**src/rtl/fetch_pkg.sv**
```systemverilog
// Shared definitions for the instruction fetch stage: FSM states and reset PC.
// Latency: none (types and constants only).
// Backpressure: none.
package fetch_pkg;

    // PC the fetch stage starts from after reset.
    localparam logic [31:0] FETCH_BASEADDR = 32'h0100_0000;

    // Fixed instruction size; sequential fetch advances by this many bytes.
    localparam int unsigned FETCH_PC_STEP = 4;

    typedef enum logic [2:0] {
        ST_IDLE = 3'd0,  // post-reset settle, or halted after a misaligned redirect
        ST_REQ  = 3'd1,  // request presented, waiting for the memory to accept it
        ST_WAIT = 3'd2,  // one request outstanding, waiting for its response
        ST_HOLD = 3'd3,  // instruction presented to decode, waiting for consume
        ST_DROP = 3'd4   // redirected while outstanding; next response is stale
    } fetch_state_e;

endpackage

```
**src/rtl/fetch_obuf.sv**
```systemverilog
// Output register for the fetch stage: holds insn/pc/valid presented to decode.
// Latency: 1 cycle from load_i to valid_o; clear_i drops valid_o the next cycle.
// Backpressure: none internally; contents stay put until the parent loads or clears.
//
// Ports:
//   clk, rst        clock, synchronous active-low reset
//   load_i          capture insn_i/pc_i and set valid
//   clear_i         drop valid (data left as is)
//   insn_i, pc_i    instruction word and its PC to capture
//   valid_o, insn_o, pc_o  registered view for decode
module fetch_obuf
    import fetch_pkg::*;
#(
    parameter int                DWIDTH = 32,
    parameter int                AWIDTH = 32,
    parameter logic [AWIDTH-1:0] RST_PC = AWIDTH'(FETCH_BASEADDR)
) (
    input  logic              clk,
    input  logic              rst,
    input  logic              load_i,
    input  logic              clear_i,
    input  logic [DWIDTH-1:0] insn_i,
    input  logic [AWIDTH-1:0] pc_i,
    output logic              valid_o,
    output logic [DWIDTH-1:0] insn_o,
    output logic [AWIDTH-1:0] pc_o
);

    logic              valid_q;
    logic [DWIDTH-1:0] insn_q;
    logic [AWIDTH-1:0] pc_q;

    // Load wins over clear; the parent never asserts both in one cycle.
    always_ff @(posedge clk) begin
        if (!rst) begin
            valid_q <= 1'b0;
            insn_q  <= '0;
            pc_q    <= RST_PC;
        end else if (load_i) begin
            valid_q <= 1'b1;
            insn_q  <= insn_i;
            pc_q    <= pc_i;
        end else if (clear_i) begin
            valid_q <= 1'b0;
        end
    end

    assign valid_o = valid_q;
    assign insn_o  = insn_q;
    assign pc_o    = pc_q;

endmodule

```
**src/rtl/fetch_stage.sv**
```systemverilog
// Instruction fetch stage: one-outstanding-request fetch FSM feeding decode.
// Latency: request 1 cycle after REQ entry, insn_valid_o 1 cycle after response (3 cycles/insn at zero mem latency).
// Backpressure: holds insn_o/pc_o while insn_ready_i=0 and issues no new request; request held until accepted.
//
// Ports:
//   clk, rst                 clock, synchronous active-low reset
//   imem_req_*               request channel to instruction memory (valid/ready, address)
//   imem_rsp_*               response from instruction memory (valid, data)
//   redirect_i/_pc_i         taken branch/jump and its target
//   insn_valid_o/_ready_i    handshake to decode; insn_o/pc_o carry the instruction
//   misalign_o               sticky flag for a misaligned redirect target
//
// Build option FETCH_MISALIGN_TRAP_EN: when defined, a redirect target with
// nonzero low two bits sets misalign_o and parks the stage in IDLE until reset.
// When undefined, the low two bits of the target are forced to zero.
module fetch_stage
    import fetch_pkg::*;
#(
    parameter int                DWIDTH   = 32,
    parameter int                AWIDTH   = 32,
    parameter logic [AWIDTH-1:0] BASEADDR = AWIDTH'(FETCH_BASEADDR)
) (
    input  logic              clk,
    input  logic              rst,
    output logic              imem_req_valid_o,
    input  logic              imem_req_ready_i,
    output logic [AWIDTH-1:0] imem_addr_o,
    input  logic              imem_rsp_valid_i,
    input  logic [DWIDTH-1:0] imem_rsp_data_i,
    input  logic              redirect_i,
    input  logic [AWIDTH-1:0] redirect_pc_i,
    output logic              insn_valid_o,
    input  logic              insn_ready_i,
    output logic [DWIDTH-1:0] insn_o,
    output logic [AWIDTH-1:0] pc_o,
    output logic              misalign_o
);

    fetch_state_e      state_q, state_d;
    logic [AWIDTH-1:0] pc_q, pc_d;
    logic              obuf_load;
    logic              obuf_clear;
    logic [AWIDTH-1:0] redir_pc;   // target as it will be loaded into pc
    logic              redir_bad;  // this redirect trips the misalign trap
    logic              halted;     // trap has fired; stage is parked

`ifdef FETCH_MISALIGN_TRAP_EN
    logic misalign_q, misalign_d;

    assign redir_pc   = redirect_pc_i;
    assign redir_bad  = redirect_i && (redirect_pc_i[1:0] != 2'b00);
    assign misalign_d = misalign_q | redir_bad;
    assign halted     = misalign_q;

    always_ff @(posedge clk) begin
        if (!rst) begin
            misalign_q <= 1'b0;
        end else begin
            misalign_q <= misalign_d;
        end
    end

    assign misalign_o = misalign_q;
`else
    assign redir_pc   = redirect_pc_i & ~(AWIDTH'(3));
    assign redir_bad  = 1'b0;
    assign halted     = 1'b0;
    assign misalign_o = 1'b0;
`endif

    always_ff @(posedge clk) begin
        if (!rst) begin
            state_q <= ST_IDLE;
            pc_q    <= BASEADDR;
        end else begin
            state_q <= state_d;
            pc_q    <= pc_d;
        end
    end

    // A redirect in REQ withdraws the request in the same cycle so memory can
    // never accept the stale address.
    assign imem_req_valid_o = (state_q == ST_REQ) && !redirect_i;
    assign imem_addr_o      = pc_q;

    always_comb begin
        state_d    = state_q;
        pc_d       = pc_q;
        obuf_load  = 1'b0;
        obuf_clear = 1'b0;

        if (redirect_i && !halted) begin
            // Redirect outranks every other event, including a decode consume.
            pc_d       = redir_pc;
            obuf_clear = 1'b1;
            if (redir_bad) begin
                state_d = ST_IDLE;
            end else if ((state_q == ST_WAIT) || (state_q == ST_DROP)) begin
                // A response in this same cycle is the stale one: drop it and
                // refetch directly; otherwise wait for it in DROP.
                state_d = imem_rsp_valid_i ? ST_REQ : ST_DROP;
            end else begin
                state_d = ST_REQ;
            end
        end else begin
            case (state_q)
                ST_IDLE: begin
                    if (!halted) begin
                        state_d = ST_REQ;
                    end
                end
                ST_REQ: begin
                    if (imem_req_ready_i) begin
                        state_d = ST_WAIT;
                    end
                end
                ST_WAIT: begin
                    if (imem_rsp_valid_i) begin
                        obuf_load = 1'b1;
                        state_d   = ST_HOLD;
                    end
                end
                ST_HOLD: begin
                    if (insn_ready_i) begin
                        pc_d       = pc_q + AWIDTH'(FETCH_PC_STEP);
                        obuf_clear = 1'b1;
                        state_d    = ST_REQ;
                    end
                end
                ST_DROP: begin
                    if (imem_rsp_valid_i) begin
                        state_d = ST_REQ;
                    end
                end
                default: begin
                    state_d = ST_IDLE;
                end
            endcase
        end
    end

    fetch_obuf #(
        .DWIDTH (DWIDTH),
        .AWIDTH (AWIDTH),
        .RST_PC (BASEADDR)
    ) u_obuf (
        .clk     (clk),
        .rst     (rst),
        .load_i  (obuf_load),
        .clear_i (obuf_clear),
        .insn_i  (imem_rsp_data_i),
        .pc_i    (pc_q),
        .valid_o (insn_valid_o),
        .insn_o  (insn_o),
        .pc_o    (pc_o)
    );

endmodule
```
**config.mk**
```make
export PLATFORM = sky130hd
export DESIGN_NAME = fetch_stage
export DESIGN_NICKNAME = d
export VERILOG_FILES = /design/src/rtl/fetch_pkg.sv /design/src/rtl/fetch_obuf.sv /design/src/rtl/fetch_stage.sv
export SDC_FILE = /design/constraint.sdc
export NUM_CORES = 1
export LEC_CHECK = 0
export BUFFER_PORTS_ARGS = -buffer_cell sky130_fd_sc_hd__buf_2
export CAP_MARGIN = 20
export CORE_UTILIZATION = 30
export DETAILED_ROUTE_END_ITERATION = 10
export PLACE_DENSITY_LB_ADDON = 0.12
export SKIP_LAST_GASP = 1
export SLEW_MARGIN = 30
export SYNTH_ARGS = -nofsm -noshare
export SYNTH_HDL_FRONTEND = slang
export SYNTH_SLANG_ARGS = --single-unit
export TNS_END_PERCENT = 1
```
**constraint.sdc**
```tcl
create_clock -name clk -period 2.5 [get_ports clk]
set_input_delay 0.5 -clock clk [delete_from_list [all_inputs] [get_ports clk]]
set_output_delay 0.5 -clock clk [all_outputs]
set_load 0.05 [all_outputs]
```
==> results of run 1 <==
worst reg2reg max path, delay by kind of cell (launching register included):
kind	cells	cell delay, ns
simple gates	3	1.30
flops	1	0.56
compound gates	1	0.25
per-layer routing:
layer	up-vias	GRT usage, %	part of all wire [%]
li1	2144	-	-
met5	-	0	0
met2	120	26.5	46
met3	11	3.33	4.8
met1	1946	23.9	48
met4	0	6.09	1.4
sequential cells by signal (all words and copies together) (netlist names):
name,count
state_q,3
u_obuf.pc_o,30
u_obuf.valid_o,1
u_obuf.insn_o,32
imem_addr_o,30
cell families (layout without fill, tap and decap cells):
logic type               count (synthesis)  in the layout
XOR/XNOR                                10             10
AO/OA/AOI/OAI                          129            129
flip-flops                              96             96
other                                    1              5
multiplexers                             1              1
AND/OR/NAND/NOR                        238            238
adder cells (fa/ha/maj)                  1              1
buffers and inverters                   49            195
where the power goes:
group / total, W / switching, W / internal (W)
clock network: 0.00137 / 0.000577 / 0.000797
logic: 0.000400 / 0.000279 / 0.000122
registers: 0.00163 / 0.0000607 / 0.00157
total: 0.00340 / 0.000916 / 0.00249
Yosys cell counts, types with 3 or more instances:
| master | n | area, um2 |
|---|---|---|
| nor2_1 | 14 | 52.6 |
| buf_2 | 3 | 15.0 |
| o21ai_0 | 19 | 95.1 |
| nor3_1 | 11 | 55.1 |
| xor2_1 | 3 | 26.3 |
| a21oi_1 | 68 | 340 |
| clkbuf_1 | 34 | 128 |
| o31ai_1 | 6 | 45.0 |
| nand3_1 | 16 | 80.1 |
| o221ai_1 | 3 | 26.3 |
| buf_4 | 6 | 45.0 |
| o211ai_1 | 4 | 30.0 |
| xnor2_1 | 7 | 61.3 |
| and4_1 | 3 | 26.3 |
| nand2_1 | 142 | 533 |
| nor4_1 | 12 | 75.1 |
| or3_1 | 6 | 37.5 |
| dfxtp_1 | 96 | 1920 |
| nand4_1 | 8 | 50.1 |
| a31oi_1 | 8 | 50.1 |
| a311oi_1 | 4 | 35.0 |
| a211oi_1 | 8 | 60.1 |
| or4_1 | 11 | 82.6 |
through the flow:
stage | setup WS [ns] | instances
3_3_place_gp | 0.299 | 836
5_1_grt | 0.127 | 851
6_report | 0.293 | 851
3_5_place_dp | 0.266 | 836
2_1_floorplan | 0.136 | 529
4_1_cts | 0.293 | 851
cell usage in the layout, fill, tap and decap left out, types with 2 or more instances in the layout:
cell type  synthesis  layout
a211o_1            2       2
conb_1             1       5
o21ai_0           19      19
xor2_1             3       3
or3_1              6       6
o211ai_1           4       4
nand2_1          142     142
a32oi_1            2       2
nand4_1            8       8
a31oi_1            8       8
o31ai_1            6       6
a311oi_1           4       4
nand3_1           16      16
a211oi_1           8       8
nor3_1            11      11
nand2b_1           2       2
dfxtp_1           96      96
buf_2              3     161
or4_1             11      10
nor2_1            14      14
nor4_1            12      11
and3_1             2       2
xnor2_1            7       7
a21oi_1           68      68
buf_4              6      15
inv_2              1       2
clkbuf_1          34       2
or2_2              2       2
clkbuf_16          0       9
and4_1             3       3
o221ai_1           3       3
area by class of cell:
class,instances,area [um2]
fillers,1445,7940
flip-flops and latches,96,1920
multi-input cells,384,2030
inverters,3,11.3
clock buffers,12,246
repair buffers,177,938
clock inverters,3,42.5
well taps,176,220
final timing paths:
path	to	slack, ns
min reg2reg	u_obuf.pc_o[11]	0.45
max	imem_addr_o[15]	0.29
min	imem_addr_o[3]	0.38
max reg2reg	imem_addr_o[15]	0.29
==> flow_summary.ini, run 1 <==
[clock_network]
numCtsBuffers = 9
cts.sinks = 96
insertion_delay_ns = 0.34
cts_root_buf = clkbuf_16
cts_resized = 0
clk_pin_slew_ns = 0.06
tritoncts = yes
cts_hold_buf = 0
htree_num_levels = 3
clk_path_buf_depth = 2
post_cts_buffers = 0

[setup_path]
cp_slowest_cell = or4_1
crit_required_ns = 2.75
crit_path_start = state_q[1]
end_kind = flip-flop
cp_top_family = simple AND/OR/NAND/NOR gates
slowest_delay_ns = 0.71
worstPathMaxFanout = 10
reg2regPathDepth = 4
path_depth = 4
critPathBufInv = 0
critical_path_class = flip-flop to flip-flop
start_kind = flip-flop
worstPathArrival_ns = 2.46
cp_cell_sequence = nand4b_4 -> or4_1 -> or3_1 -> a311oi_1
r2r_start = state_q[1]

[routing]
vias = 4221
drt_iter0_drc = 170
drt-pass1-iter-count = 7
viasPerCell = 4.96
avgRoutedWirePerCell_um = 14.5
drc_errors = 0
finalWirelength_um = 12400
drtAntennaViolNets = 0

[floorplan]
die_area_um2 = 14300
core_um2 = 13300
die_h_um = 119
start_util_pct = 31.0
ioPinCount = 169
row_count = 42
fp.dieW_um = 119

[power_and_ir_drop]
leakagePower_nw = 2.19
vdd_drop_max_v = 0.000278
power_density_nw_per_um2 = 629
finalPower_w = 0.00340

[sta]
slew_viol_final = 0
setup_tns_ns = 0
period_needed_ns = 2.21
final-hold-violation-count = 0
skew_ns = 0.00904
max_freq_mhz = 453
rsz0062_at_grt = false
setup_viol = 0
whs_ns = 0.377
post-route-period-util_pct = 88.3
tightest_slew_ns = 0.605
slew_headroom_pct = 59.3

[global_route]
grt_max_degree = 62
gr-total-overflow = 0
grt_pass1_vias = 3728
grt_pass1_wl_um = 19300
antenna_found_initial = 0
grtUsageTotal_pct = 17.2

[final_layout]
fin_nets = 742
area_delta_synth_final_pct = 30.6
stdcell_area_um2 = 5410
fin_util_pct = 40.5
layout-drive-gt1-share_pct = 29.5
diodes = 0

[synth]
synth.distinct_cells = 50
synth_edf_count = 0
synth_cells = 525
synth.mux.area_fraction_pct = 0.242
ys_async_sr_fraction_pct = 0
synthXorXnorAreaFrac_pct = 2.11
synth_compound_area_share_pct = 18.4
synthFlopType = dfxtp_1
synth-seq-area-share_pct = 46.4
yosys.area_share.adder_pct = 0.302
avgSynthCellArea_um2 = 7.89
synthSimpleGateAreaFrac_pct = 27.2
synth_top_family_by_area = simple AND/OR/NAND/NOR gates
synth_area_um2 = 4140
ys_ff_latch = 96
ys.warnings.count = 0

[hold_path]
whs_path_depth = 2
min-delay-start = redirect_pc_i[3]
hold_class = input port to flip-flop

[placed_design]
numPortBuffers = 161
hpwlAfterDp_um = 8860
postPlaceCellArea_um2 = 5120
gp_congestion = 0.752

[status]
status = finished clean

[job]
cap_violations = 0
No activity file was read; power rests on OpenSTA's default activity.
==> inputs of run 2 (changes only) <==
--- a/config.mk
+++ b/config.mk
@@ -7,6 +7,8 @@
 export LEC_CHECK = 0
 export BUFFER_PORTS_ARGS = -buffer_cell sky130_fd_sc_hd__buf_2
 export CAP_MARGIN = 20
+export CELL_PAD_IN_SITES_DETAIL_PLACEMENT = 0
+export CELL_PAD_IN_SITES_GLOBAL_PLACEMENT = 1
 export CORE_UTILIZATION = 30
 export DETAILED_ROUTE_END_ITERATION = 10
 export PLACE_DENSITY_LB_ADDON = 0.12
==> run 2 against run 1 <==
Against the previous run:
- cell count increased by 0.71%
- flip-flop and latch count unchanged
- clock-buffer cell count is 3 lower
- cell area rose by 0.62%
- largest cell class unchanged
- largest power group unchanged
==> flow_summary.ini, run 2 (synthesis gave the netlist of run 1 again) <==
[status]
status = finished clean

[clock_network]
insertion_delay_ns = 0.35
clk_path_buf_depth = 2
cts_hold_buf = 0
tritoncts = yes
cts.sinks = 96
numCtsBuffers = 9
cts_resized = 0
clk_pin_slew_ns = 0.07
cts_root_buf = clkbuf_16
htree_num_levels = 3
post_cts_buffers = 0

[sta]
slew_headroom_pct = 52.9
setup_tns_ns = 0
slew_viol_final = 0
post-route-period-util_pct = 87.1
tightest_slew_ns = 0.700
max_freq_mhz = 459
setup_viol = 0
skew_ns = 0.00583
final-hold-violation-count = 0
rsz0062_at_grt = false
period_needed_ns = 2.18

[final_layout]
largest_reg_flops = 32
area_delta_synth_final_pct = 31.5
fin_util_pct = 40.8
final_cells = 857
final_common_cell = buf_2
fin_nets = 747
layout-drive-gt1-share_pct = 30.4
diodes = 0
n_fill_cell = 1471
final_cell_mix = buf_2 (161), nand2_1 (142), dfxtp_1 (96), a21oi_1 (68), buf_4 (21)

[global_route]
grt_pass1_wl_um = 20000
grt_pass1_vias = 3844
grtUsageTotal_pct = 17.8
antenna_found_initial = 0
grt_max_degree = 42
gr-total-overflow = 0

[floorplan]
core_um2 = 13300
start_util_pct = 31.0
die_h_um = 119
fp.dieW_um = 119
ioPinCount = 169
die_area_um2 = 14300
row_count = 42

[routing]
vias = 4231
drc_errors = 0
finalWirelength_um = 12400
drt_iter0_drc = 177
drt-pass1-iter-count = 4
avgRoutedWirePerCell_um = 14.5
drtAntennaViolNets = 0
viasPerCell = 4.94

[placed_design]
numPortBuffers = 161
gp_congestion = 0.813
hpwlAfterDp_um = 9060
dpl.cell_count = 841

[setup_path]
worstPathArrival_ns = 2.43
end_kind = flip-flop
crit_required_ns = 2.76
critical_path_class = flip-flop to flip-flop
start_kind = flip-flop
worstPathMaxFanout = 10

[hold_path]
hold_class = input port to flip-flop

[power_and_ir_drop]
power_density_nw_per_um2 = 629
finalPower_w = 0.00342
vdd_drop_max_v = 0.000335
leakagePower_nw = 2.22

[job]
cap_violations = 0
-- run 2: final timing paths --
| path | startpoint | slack [ns] | cells after the start | endpoint |
|---|---|---|---|---|
| min | redirect_pc_i[3] | 0.37 | 2 | imem_addr_o[3] |
| min reg2reg | u_obuf.pc_o[26] | 0.45 | 2 | u_obuf.pc_o[26] |
| max reg2reg | state_q[1] | 0.32 | 4 | imem_addr_o[15] |
| max | state_q[1] | 0.32 | 4 | imem_addr_o[15] |
-- run 2: power breakdown --
group | switching [W] | total (W) | internal [W]
Clock | 0.000612 | 0.00139 | 0.000775
Combinational | 0.000283 | 0.000409 | 0.000126
Sequential | 0.0000591 | 0.00163 | 0.00157
Total | 0.000954 | 0.00342 | 0.00247
-- run 2: layout make-up --
class / count / area (um2) / area share [%]
clock buffer: 9 / 225 / 4.14
clock inverter: 7 / 72.6 / 1.33
inverter: 3 / 11.3 / 0.207
multi-input combinational: 384 / 2030 / 37.3
sequential: 96 / 1920 / 35.3
tap: 176 / 220 / 4.05
timing repair buffer: 182 / 963 / 17.7
-- run 2: worst max-delay path, stage by stage (launching register included) --
cell and delay [ns]:
dfxtp_1 0.56, nand4b_4 0.18, or4_1 0.71, or3_1 0.40
a311oi_1 0.25
-- run 2: per-layer routing --
metal / vias up / global-route usage, % / wire (um)
li1: 2149 / - / -
met1: 1947 / 24.8 / 6090
met2: 121 / 26.8 / 5440
met3: 14 / 3.37 / 653
met4: 0 / 7.50 / 218
met5: - / 0 / 0
-- run 2: metrics by stage --
stage / cell area, um2 / hold slack, ns / worst slack [ns]
5_1_grt: 5440 / 0.361 / 0.184
3_5_place_dp: 5150 / 0.444 / 0.278
6_report: 5440 / 0.374 / 0.323
2_1_floorplan: 4160 / 0.523 / 0.136
3_3_place_gp: 5150 / 0.438 / 0.305
4_1_cts: 5440 / 0.361 / 0.324
